**config.mk**
```make
export PLATFORM = sky130hd
export DESIGN_NAME = task_4_shift_ext
export DESIGN_NICKNAME = d
export VERILOG_FILES = /design/src/rtl/task_4_shift_pkg.sv /design/src/rtl/key_edge.sv /design/src/rtl/task_4_shift_ext.sv
export SDC_FILE = /design/constraint.sdc
export NUM_CORES = 1
export LEC_CHECK = 0
export ABC_CLOCK_PERIOD_IN_PS = 2000
export CAP_MARGIN = 10
export CORE_MARGIN = 1.5
export CORE_UTILIZATION = 50
export DETAILED_ROUTE_END_ITERATION = 8
export HOLD_SLACK_MARGIN = 0.1
export PLACE_DENSITY = 0.87
export SYNTH_ARGS = -nofsm -noshare
export SYNTH_HDL_FRONTEND = slang
export SYNTH_SLANG_ARGS = --single-unit
```
**constraint.sdc**
```tcl
create_clock -name clk -period 2 [get_ports clk]
set_input_delay 0.4 -clock clk [delete_from_list [all_inputs] [get_ports clk]]
set_output_delay 0.4 -clock clk [all_outputs]
set_load 0.01 [all_outputs]
```
**src/rtl/task_4_shift_pkg.sv**
```systemverilog
// Shared definitions for the task_4_shift_ext shift register.
// Holds the auto-repeat state encoding, parameter defaults and a counter-width helper.
package task_4_shift_pkg;

    typedef enum logic [1:0] {
        IDLE,
        DELAY,
        REPEAT
    } rep_state_t;

    localparam int WIDTH_DEFAULT      = 8;
    localparam int REPEAT_DLY_DEFAULT = 16;
    localparam int REPEAT_PER_DEFAULT = 4;

    // Bits needed to count up to the longer of the two repeat intervals.
    function automatic int rep_cnt_width(input int dly, input int per);
        return $clog2(((dly > per) ? dly : per) + 1);
    endfunction

endpackage

```
**src/rtl/key_edge.sv**
```systemverilog
// Two-flop synchronizer plus falling-edge detector for an active-low push button.
// Everything resets to 0 (pressed) so a key held through reset never yields a press.
// With TASK_4_SHIFT_AUTOREPEAT_EN the synchronized level is also exported.
module key_edge (
    input  logic clk,
    input  logic rst_n,
    input  logic key_n,
`ifdef TASK_4_SHIFT_AUTOREPEAT_EN
    output logic level,
`endif
    output logic fall
);

    logic sync1;
    logic sync2;
    logic prev;

    always_ff @(posedge clk or negedge rst_n) begin
        if (!rst_n) begin
            sync1 <= 1'b0;
            sync2 <= 1'b0;
            prev  <= 1'b0;
        end else begin
            sync1 <= key_n;
            sync2 <= sync1;
            prev  <= sync2;
        end
    end

`ifdef TASK_4_SHIFT_AUTOREPEAT_EN
    assign level = sync2;
`endif
    assign fall = prev & ~sync2;

endmodule

```
**src/rtl/task_4_shift_ext.sv**
```systemverilog
// Button-driven left/right shift register with rotate mode and a shift counter.
// Defining TASK_4_SHIFT_AUTOREPEAT_EN adds hold-to-repeat on either shift key.
module task_4_shift_ext
    import task_4_shift_pkg::*;
#(
    parameter int WIDTH      = WIDTH_DEFAULT,
    parameter int REPEAT_DLY = REPEAT_DLY_DEFAULT,
    parameter int REPEAT_PER = REPEAT_PER_DEFAULT
) (
    input  logic             clk,
    input  logic             key0_rst,
    input  logic             key1_rshift,
    input  logic             key2_lshift,
    input  logic             sw1_rshift,
    input  logic             sw0_lshift,
    input  logic             sw2_rotate,
    output logic [WIDTH-1:0] ledr,
    output logic [7:0]       shift_cnt
);

    if (WIDTH < 2 || WIDTH > 32 || REPEAT_DLY < 1 || REPEAT_PER < 1) begin : g_param_check
        $error("task_4_shift_ext: parameter out of range");
    end

    logic r_fall;
    logic l_fall;
    logic single_ev;
    logic do_shift;
    logic shift_right;

    assign single_ev = r_fall ^ l_fall;

`ifdef TASK_4_SHIFT_AUTOREPEAT_EN
    localparam int CW = rep_cnt_width(REPEAT_DLY, REPEAT_PER);

    logic          r_level;
    logic          l_level;
    logic          both_low;
    logic          held_high;
    logic          dly_done;
    logic          per_done;
    logic          rep_fire;
    rep_state_t    state;
    logic          rep_right;
    logic [CW-1:0] rep_cnt;

    key_edge u_key_r (.clk(clk), .rst_n(key0_rst), .key_n(key1_rshift), .level(r_level), .fall(r_fall));
    key_edge u_key_l (.clk(clk), .rst_n(key0_rst), .key_n(key2_lshift), .level(l_level), .fall(l_fall));

    assign both_low  = ~r_level & ~l_level;
    assign held_high = rep_right ? r_level : l_level;
    assign dly_done  = (rep_cnt == CW'(REPEAT_DLY - 1));
    assign per_done  = (rep_cnt == CW'(REPEAT_PER - 1));
    assign rep_fire  = ~both_low & ~held_high &
                       (((state == DELAY) & dly_done) | ((state == REPEAT) & per_done));

    assign do_shift    = single_ev | rep_fire;
    assign shift_right = single_ev ? r_fall : rep_right;

    // A fresh press always restarts the hold timer in the pressed direction.
    always_ff @(posedge clk or negedge key0_rst) begin
        if (!key0_rst) begin
            state     <= IDLE;
            rep_right <= 1'b0;
            rep_cnt   <= '0;
        end else if (single_ev) begin
            state     <= DELAY;
            rep_right <= r_fall;
            rep_cnt   <= '0;
        end else if (state != IDLE && (both_low || held_high)) begin
            state   <= IDLE;
            rep_cnt <= '0;
        end else begin
            case (state)
                DELAY: begin
                    if (dly_done) begin
                        state   <= REPEAT;
                        rep_cnt <= '0;
                    end else begin
                        rep_cnt <= rep_cnt + CW'(1);
                    end
                end
                REPEAT: begin
                    if (per_done) rep_cnt <= '0;
                    else          rep_cnt <= rep_cnt + CW'(1);
                end
                default: rep_cnt <= '0;
            endcase
        end
    end
`else
    key_edge u_key_r (.clk(clk), .rst_n(key0_rst), .key_n(key1_rshift), .fall(r_fall));
    key_edge u_key_l (.clk(clk), .rst_n(key0_rst), .key_n(key2_lshift), .fall(l_fall));

    assign do_shift    = single_ev;
    assign shift_right = r_fall;
`endif

    // Rotate mode feeds the bit falling off one end back into the other.
    always_ff @(posedge clk or negedge key0_rst) begin
        if (!key0_rst) begin
            ledr      <= '0;
            shift_cnt <= 8'd0;
        end else if (do_shift) begin
            if (shift_right)
                ledr <= {(sw2_rotate ? ledr[0] : sw1_rshift), ledr[WIDTH-1:1]};
            else
                ledr <= {ledr[WIDTH-2:0], (sw2_rotate ? ledr[WIDTH-1] : sw0_lshift)};
            shift_cnt <= shift_cnt + 8'd1;
        end
    end

endmodule

```
==> flow_metrics.tcl, run 1 <==
set metrics [dict create \
    cp-end-kind "output pin" \
    grt_busiest_layer "met2" \
    ys_seq_area_share_pct 60.4 \
    drt_iter0_drc 17 \
    yosysTopAreaCell "dfrtp_1" \
    yosys_warnings 0 \
    h-tree-depth 1 \
    cap_violations 0 \
    p_leak_uw 0.000555 \
    routabilityCongestion 0.734 \
    setup_violations 0 \
    fin_crit_ps 1700 \
    startpoint_type "flop" \
    drt-pass1-iter-count 4 \
    cts_root_buf "clkbuf_4" \
    yosys_register_bits 22 \
    cp.arrival_ps 1300 \
    syn_area_um2 912 \
    cts_inserted_buffers 3 \
    status "complete, no violations" \
    use_met3_pct 3.57 \
    hold_viol 0 \
    start_util_pct 52.8 \
    critical_path.max_stage_delay_ps 560 \
    synth_top_area_share_pct 60.4 \
    critical_path_class "flop to output pin" \
    grt_util_met2_pct 29.6 \
    clock-sinks 22 \
    clk_pin_slew_ps 120 \
    hp-class "flop to flop" \
    drive_above_1_share_pct 12.0 \
    antenna_found_initial 0 \
    tightest_slew_ps 420 \
    cts_hold_buf 0 \
    wl_mm 1.59 \
    dieHeight_um 45.7 \
    skew_ps 8.67 \
    die_area_um2 2090 \
    placed_cells_incl_taps 121 \
    dr_total_vias 645 \
    fmax_ghz 0.588 \
    slew_viol_final 0 \
    fin_tns_setup_ps 0 \
    grt_max_degree 23 \
    slew_headroom_pct 71.9 \
    areaGrowthSynthToFinish_pct 31.8 \
    synth_area_leaders "dfrtp_1, nand2_1, a22oi_1" \
    core_um2 1730 \
    dpl.hpwl_mm 1.18 \
    post_synth_num_cell_types 20 \
    syn_area_per_cell_um2 12.3 \
    syn_nets 82 \
    path_cells "clkdlybuf4s50_1" \
    grt_pass1_wl_mm 2.76 \
    io_pins 23 \
    fin_nets 109 \
    clk_latency_ps 300 \
    final_cell_mix "clkdlybuf4s50_1, dfrtp_1, nand2_1, a22oi_1, xor2_1" \
    place.port_buffers 22 \
    via_per_inst 5.16 \
    crit_buf_inv 1 \
    period_share_pct 85.0 \
    finalNonFillerCells 125 \
    ir_drop_mv 0.620 \
    cts_setup_buffers 0 \
    overflow 0 \
    drt-wirelength-per-cell_um 12.7 \
    drc 0 \
    synth_cells 74 \
    track_usage_pct 18.7 \
    ctsResizeCount 0 \
    worstPathMaxFanout 5 \
    cp.required_ps 1600 \
    rsz0062_at_grt "false" \
    critPathSlowestCell "clkdlybuf4s50_1" \
    max-clock-path-buffers 2 \
    final_util_pct 69.6 \
    cts_tree "done" \
    std_cell_rows 15 \
    die_w_um 45.7 \
    power_uw 1360 \
    critPathTopFamily "buffers and inverters" \
    ant_nets 0 \
    num_antenna_cells 0 \
    use_met1_pct 25.6 \
    p_per_area_nw_per_um2 1130 \
    grt_pass1_vias 642 \
]
==> synthesized netlist by cell type, drive strengths merged <==
library cell / n
ha: 1
and2: 1
nor2b: 1
dfrtp: 22
nand2: 16
nor4: 1
nor3: 3
a221o: 1
nand2b: 1
o21ai: 1
nand3: 3
nor2: 3
mux2: 2
buf: 2
a22oi: 7
mux2i: 1
xor2: 6
xnor2: 2
==> layer usage <==
layer / share of wire [%] / up-vias / wire [um]
li1: - / 304 / -
met3: 4.9 / 0 / 78
met4: 0 / 0 / 0
met5: 0 / - / 0
met1: 44 / 318 / 696
met2: 51 / 23 / 816
==> logic make-up after synthesis <==
logic type      count (synthesis)  share of synthesized area [%]
xor+xnor                        8                           9.74
buf+inv                         2                           1.37
fa+ha+maj                       1                           1.37
compound gates                  9                           7.41
mux                             3                           3.57
flops                          22                           60.4
simple gates                   29                           16.2
==> cell type report <==
cell class | instances | area (um2)
multi-input cells | 50 | 349
repair buffers | 24 | 235
flip-flops and latches | 22 | 551
well taps | 25 | 31.3
fillers | 143 | 524
clock buffers | 4 | 36.3
==> power breakdown <==
part | internal [uW] | leakage [uW] | switching [uW] | total, uW
logic | 269 | 0.000256 | 188 | 457
clock network | 111 | 0.0000210 | 127 | 238
registers | 552 | 0.000278 | 118 | 670
==> flip-flops by register name (all words and copies together), names as in the netlist <==
register	cells
ledr	8
shift_cnt	8
u_key_l.prev	1
u_key_l.sync1	1
u_key_l.sync2	1
u_key_r.prev	1
u_key_r.sync1	1
u_key_r.sync2	1
==> metrics by stage <==
step | worst slack (ps) | cell area, um2 | hold slack, ps
2_1_floorplan | 705 | 912 | 104
3_3_place_gp | 444 | 1170 | 331
3_5_place_dp | 377 | 1170 | 342
4_1_cts | 286 | 1200 | 370
5_1_grt | 225 | 1200 | 382
6_report | 300 | 1200 | 367
==> worst paths after layout <==
path	startpoint	endpoint	slack, ps	cells past startpoint
worst min register to register	u_key_r.sync1$_DFF_PN0_	u_key_r.sync2$_DFF_PN0_	370	0
worst max register to register	u_key_l.sync2$_DFF_PN0_	shift_cnt[1]$_DFFE_PN0P_	510	3
worst min-delay path	u_key_r.sync1$_DFF_PN0_	u_key_r.sync2$_DFF_PN0_	370	0
min in group asynchronous	key0_rst	shift_cnt[2]$_DFFE_PN0P_	430	2
worst max-delay path	shift_cnt[2]$_DFFE_PN0P_	shift_cnt[2]	300	1
max in group asynchronous	key0_rst	u_key_l.sync2$_DFF_PN0_	1350	2
Note: power is estimated with default switching activity, not from simulation.
==> run 2: changes to the inputs <==
--- a/config.mk
+++ b/config.mk
@@ -7,6 +7,7 @@
 export LEC_CHECK = 0
 export ABC_CLOCK_PERIOD_IN_PS = 2000
 export CAP_MARGIN = 10
+export CORE_ASPECT_RATIO = 0.7
 export CORE_MARGIN = 1.5
 export CORE_UTILIZATION = 50
 export DETAILED_ROUTE_END_ITERATION = 8
@@ -14,4 +15,5 @@
 export PLACE_DENSITY = 0.87
 export SYNTH_ARGS = -nofsm -noshare
 export SYNTH_HDL_FRONTEND = slang
+export SYNTH_HIERARCHICAL = 1
 export SYNTH_SLANG_ARGS = --single-unit
==> constraint.sdc (replaced) <==
create_clock -name clk -period 2 [get_ports clk]
set_input_delay 0.4 -clock clk [delete_from_list [all_inputs] [get_ports clk]]
set_output_delay 0.4 -clock clk [all_outputs]
set_load 0.02 [all_outputs]
==> flow_metrics.tcl, run 2 <==
set metrics [dict create \
    status "complete, no violations" \
    multiInputGateArea_um2 372 \
    setup_violations 0 \
    cts_setup_buffers 0 \
    slew_headroom_pct 68.2 \
    power_uw 1580 \
    drt_iter0_drc 13 \
    cp-end-kind "output pin" \
    tightest_slew_ps 476 \
    worstPathMaxFanout 6 \
    areaGrowthSynthToFinish_pct 31.9 \
    io_pins 23 \
    antenna_found_initial 0 \
    core_um2 1670 \
    synth.most_common_cell "dfrtp_1" \
    placed_cells_incl_taps 116 \
    track_usage_pct 18.4 \
    num_antenna_cells 0 \
    wl_mm 1.65 \
    holdWs_ps 362 \
    drt-wirelength-per-cell_um 13.8 \
    clk_latency_ps 310 \
    setup_slack_ps 193 \
    ys_seq_area_share_pct 59.1 \
    path_cells "clkdlybuf4s50_1" \
    fmax_ghz 0.553 \
    overflow 0 \
    clk_pin_slew_ps 110 \
    syn_area_um2 931 \
    drt-pass1-iter-count 4 \
    std_cell_rows 12 \
    cp.required_ps 1600 \
    critical_path.max_stage_delay_ps 650 \
    cts_hold_buf 0 \
    synth_ff_type "dfrtp_1" \
    cap_violations 0 \
    fin_tns_setup_ps 0 \
    crit_buf_inv 1 \
    grt_pass1_wl_mm 2.58 \
    rsz0062_at_grt "false" \
    startpoint_type "flop" \
    worstHoldPathCells 0 \
    skew_ps 6.16 \
    synth-edff-count 0 \
    cts_inserted_buffers 3 \
    place_ws_ps 532 \
    finalNonFillerCells 120 \
    cts_root_buf "clkbuf_4" \
    cts_tree "done" \
    power_frac_comb_pct 40.5 \
    dieHeight_um 39.1 \
    critPathSlowestCell "clkdlybuf4s50_1" \
    path_depth 1 \
    swShare_pct 35.9 \
    p_clk_share_pct 15.2 \
    ant_nets 0 \
    synth_top_area_share_pct 59.1 \
    period_share_pct 90.3 \
    grt_pass1_vias 547 \
    regArea_um2 551 \
    ctsResizeCount 0 \
    fin_nets 108 \
    cp.arrival_ps 1410 \
    yosys_register_bits 22 \
    start_util_pct 55.9 \
    hp-class "flop to flop" \
    async_flop_share_pct 100 \
    critical_path_class "flop to output pin" \
    yosys_warnings 6 \
    dpl.hpwl_mm 1.22 \
    top_regs "ledr: 8 flops, shift_cnt: 8 flops" \
    via_per_inst 5.21 \
    p_per_area_nw_per_um2 1290 \
    clock-sinks 22 \
    ir_drop_mv 0.743 \
    routabilityCongestion 0.702 \
    drc 0 \
    hold_viol 0 \
    synth_cells 72 \
    p_int_uw 1010 \
    p_seq_share_pct 44.3 \
    final_cell_mix "clkdlybuf4s50_1, dfrtp_1, mux2i_1, xnor2_1, nor2_1" \
    h-tree-depth 1 \
    drive_above_1_share_pct 12.1 \
    max-clock-path-buffers 2 \
    post_synth_num_cell_types 23 \
    yosysTopAreaCell "dfrtp_1" \
    fill_cells 125 \
    dr_total_vias 625 \
    place.port_buffers 22 \
    fin_crit_ps 1810 \
    syn_area_per_cell_um2 12.9 \
    slew_viol_final 0 \
    die_area_um2 2130 \
    die_w_um 54.6 \
    critPathTopFamily "buffers and inverters" \
    worst_r2r_path_depth 3 \
    p_leak_uw 0.000524 \
    synth_area_leaders "dfrtp_1, mux2i_1, xnor2_1" \
    syn_nets 80 \
    grt_max_degree 23 \
    switching_power_uw 568 \
    synth_commonest_cells "dfrtp_1, mux2i_1, xnor2_1" \
]
run 2: cell count changes after synthesis, sizes merged, moves of 4 or more:
cell,delta
nand2,-14
a22oi,-7
mux2i,+6
nand4,+4
xnor2,+4
xor2,-4
run 2: layout make-up:
| type | instances | area share (%) |
|---|---|---|
| multi-input combinational | 48 | 30.3 |
| clock buffer | 4 | 2.96 |
| sequential | 22 | 44.9 |
| tap | 21 | 2.14 |
| timing repair buffer | 25 | 19.8 |
run 2: routing by layer:
metal | routed length, um | global-route usage [%] | up-vias
met4 | 18 | 5.63 | 0
met5 | 0 | 0 | -
met1 | 797 | 23.4 | 293
li1 | - | - | 312
met2 | 732 | 28.0 | 15
met3 | 103 | 8.53 | 5
run 2: final timing paths:
path | startpoint | end | slack, ps
setup / recovery | shift_cnt[2]$_DFFE_PN0P_ | shift_cnt[2] | 190
hold / removal | u_key_r/sync1$_DFF_PN0_ | u_key_r/sync2$_DFF_PN0_ | 360
setup reg to reg | u_key_l/sync2$_DFF_PN0_ | shift_cnt[1]$_DFFE_PN0P_ | 530
hold reg to reg | u_key_r/sync1$_DFF_PN0_ | u_key_r/sync2$_DFF_PN0_ | 360
max in group asynchronous | key0_rst | ledr[5]$_DFFE_PN0P_ | 1350
min in group asynchronous | key0_rst | ledr[0]$_DFFE_PN0P_ | 420
run 2: cells by family after synthesis:
group	after synthesis	synth area share, %
compound gates	10	7.12
buf+inv	2	0.940
fa+ha+maj	1	1.34
simple gates	20	13.2
flops	22	59.1
mux	9	9.95
xor+xnor	8	8.33
run 2: per-stage QoR:
step | cell area, um2 | util (%)
after floorplan | 931 | -
after global placement | 1190 | 71.5
after detailed placement | 1190 | 71.5
after CTS | 1230 | 73.6
final | 1230 | 73.6
after global routing | 1230 | 73.6
run 2: power by group through the flow:
stage          clock network (uW)  logic [uW]  registers (uW)
5_1_grt                       269         688             719
2_1_floorplan                   0         198             832
4_1_cts                       249         647             698
6_report                      240         641             700
3_5_place_dp                    0         646             708
3_3_place_gp                    0         628             696
==> run 3: changes to the inputs <==
--- a/config.mk
+++ b/config.mk
@@ -5,10 +5,9 @@
 export SDC_FILE = /design/constraint.sdc
 export NUM_CORES = 1
 export LEC_CHECK = 0
-export ABC_CLOCK_PERIOD_IN_PS = 2000
 export CAP_MARGIN = 10
 export CORE_ASPECT_RATIO = 0.7
-export CORE_MARGIN = 1.5
+export CORE_MARGIN = 2
 export CORE_UTILIZATION = 50
 export DETAILED_ROUTE_END_ITERATION = 8
 export HOLD_SLACK_MARGIN = 0.1
==> flow_metrics.tcl, run 3 (synthesis results as in run 2) <==
set metrics [dict create \
    core_um2 1810 \
    grt_max_degree 23 \
    num_antenna_cells 0 \
    dr_total_vias 638 \
    path_cells "clkdlybuf4s50_1" \
    fin_nets 108 \
    slew_viol_final 0 \
    cp-end-kind "output pin" \
    cts_root_buf "clkbuf_4" \
    hp-class "flop to flop" \
    startpoint_type "flop" \
    wl_mm 1.64 \
    p_per_area_nw_per_um2 1350 \
    setup_violations 0 \
    overflow 0 \
    drt_iter0_drc 9 \
    critPathSlowestCell "clkdlybuf4s50_1" \
    clk_pin_slew_ps 120 \
    fin_crit_ps 1810 \
    status "complete, no violations" \
    grt_pass1_wl_mm 2.76 \
    cts_inserted_buffers 3 \
    worstPathMaxFanout 6 \
    critPathTopFamily "buffers and inverters" \
    drt-wirelength-per-cell_um 13.6 \
    areaGrowthSynthToFinish_pct 33.7 \
    rsz0062_at_grt "false" \
    drt-pass1-iter-count 2 \
    start_util_pct 51.6 \
    drive_above_1_share_pct 12.1 \
    period_share_pct 90.6 \
    fmax_ghz 0.552 \
    grt_pass1_vias 590 \
    ctsResizeCount 0 \
    hold_viol 0 \
    ir_drop_mv 0.826 \
    max-clock-path-buffers 2 \
    die_w_um 55.6 \
    fin_tns_setup_ps 0 \
    slew_headroom_pct 69.4 \
    crit_buf_inv 1 \
    io_pins 23 \
    cts_tree "done" \
    tightest_slew_ps 458 \
    place.port_buffers 22 \
    clk_latency_ps 300 \
    final_util_pct 69.0 \
    dpl.hpwl_mm 1.18 \
    routabilityCongestion 0.755 \
    cp.arrival_ps 1410 \
    top_regs "ledr: 8 flops, shift_cnt: 8 flops" \
    final_cell_mix "clkdlybuf4s50_1, dfrtp_1, mux2i_1, xnor2_1, nor2_1" \
    die_area_um2 2230 \
    cts_setup_buffers 0 \
    drc 0 \
    h-tree-depth 1 \
    cap_violations 0 \
    cp.required_ps 1600 \
    cts_hold_buf 0 \
    clock-sinks 22 \
    critical_path.max_stage_delay_ps 640 \
    std_cell_rows 13 \
    skew_ps 0.911 \
    track_usage_pct 16.5 \
    p_leak_uw 0.000531 \
    via_per_inst 5.27 \
    critical_path_class "flop to output pin" \
    dieHeight_um 40.1 \
    ant_nets 0 \
    antenna_found_initial 0 \
]
-- run 3: cell count changes in the layout (fill, tap and decap cells not counted), sizes merged --
cell / before / now
bufinv: 0 / 1
clkbuf: 4 / 3
-- run 3: worst reg2reg max path, delay by kind of cell (launching register included) --
kind	cells	cell delay (ps)
flops	1	430
xor+xnor	1	400
mux	1	390
simple gates	1	150
-- run 3: where the power goes --
part / internal, uW / switching, uW
logic: 333 / 308
clock network: 203 / 132
registers: 569 / 133
-- run 3: final timing paths --
| check | end | depth (start not counted) | start | slack, ps |
|---|---|---|---|---|
| setup / recovery | shift_cnt[2] | 1 | shift_cnt[2]$_DFFE_PN0P_ | 190 |
| hold / removal | u_key_l/sync2$_DFF_PN0_ | 0 | u_key_l/sync1$_DFF_PN0_ | 360 |
| setup reg to reg | shift_cnt[1]$_DFFE_PN0P_ | 3 | u_key_r/sync2$_DFF_PN0_ | 540 |
| hold reg to reg | u_key_l/sync2$_DFF_PN0_ | 0 | u_key_l/sync1$_DFF_PN0_ | 360 |
| max in group asynchronous | u_key_l/prev$_DFF_PN0_ | 2 | key0_rst | 1360 |
| min in group asynchronous | shift_cnt[6]$_DFFE_PN0P_ | 2 | key0_rst | 420 |
-- run 3: layout make-up --
type | instances | area [um2]
clock inverter | 1 | 30.0
timing repair buffer | 25 | 243
sequential | 22 | 551
fill | 129 | 561
tap | 22 | 27.5
multi-input combinational | 48 | 372
clock buffer | 3 | 22.5
-- run 3: metrics by stage --
step	cell area (um2)	hold slack [ps]	std cells	power, uW	setup WS, ps
after detailed placement	1190	336	117	1350	509
after global routing	1240	375	121	1760	139
final	1240	363	121	1680	187
after global placement	1190	333	117	1320	552
after CTS	1240	364	121	1690	182
after floorplan	931	104	72	1030	625
-- run 3: layer usage --
| layer | part of all wire, % | vias to the layer above | global-route usage, % |
|---|---|---|---|
| li1 | - | 307 | - |
| met1 | 46 | 319 | 19.8 |
| met3 | 4.1 | 0 | 5.16 |
| met2 | 50 | 12 | 31.5 |
| met4 | 0 | 0 | 1.83 |
| met5 | 0 | - | 0 |
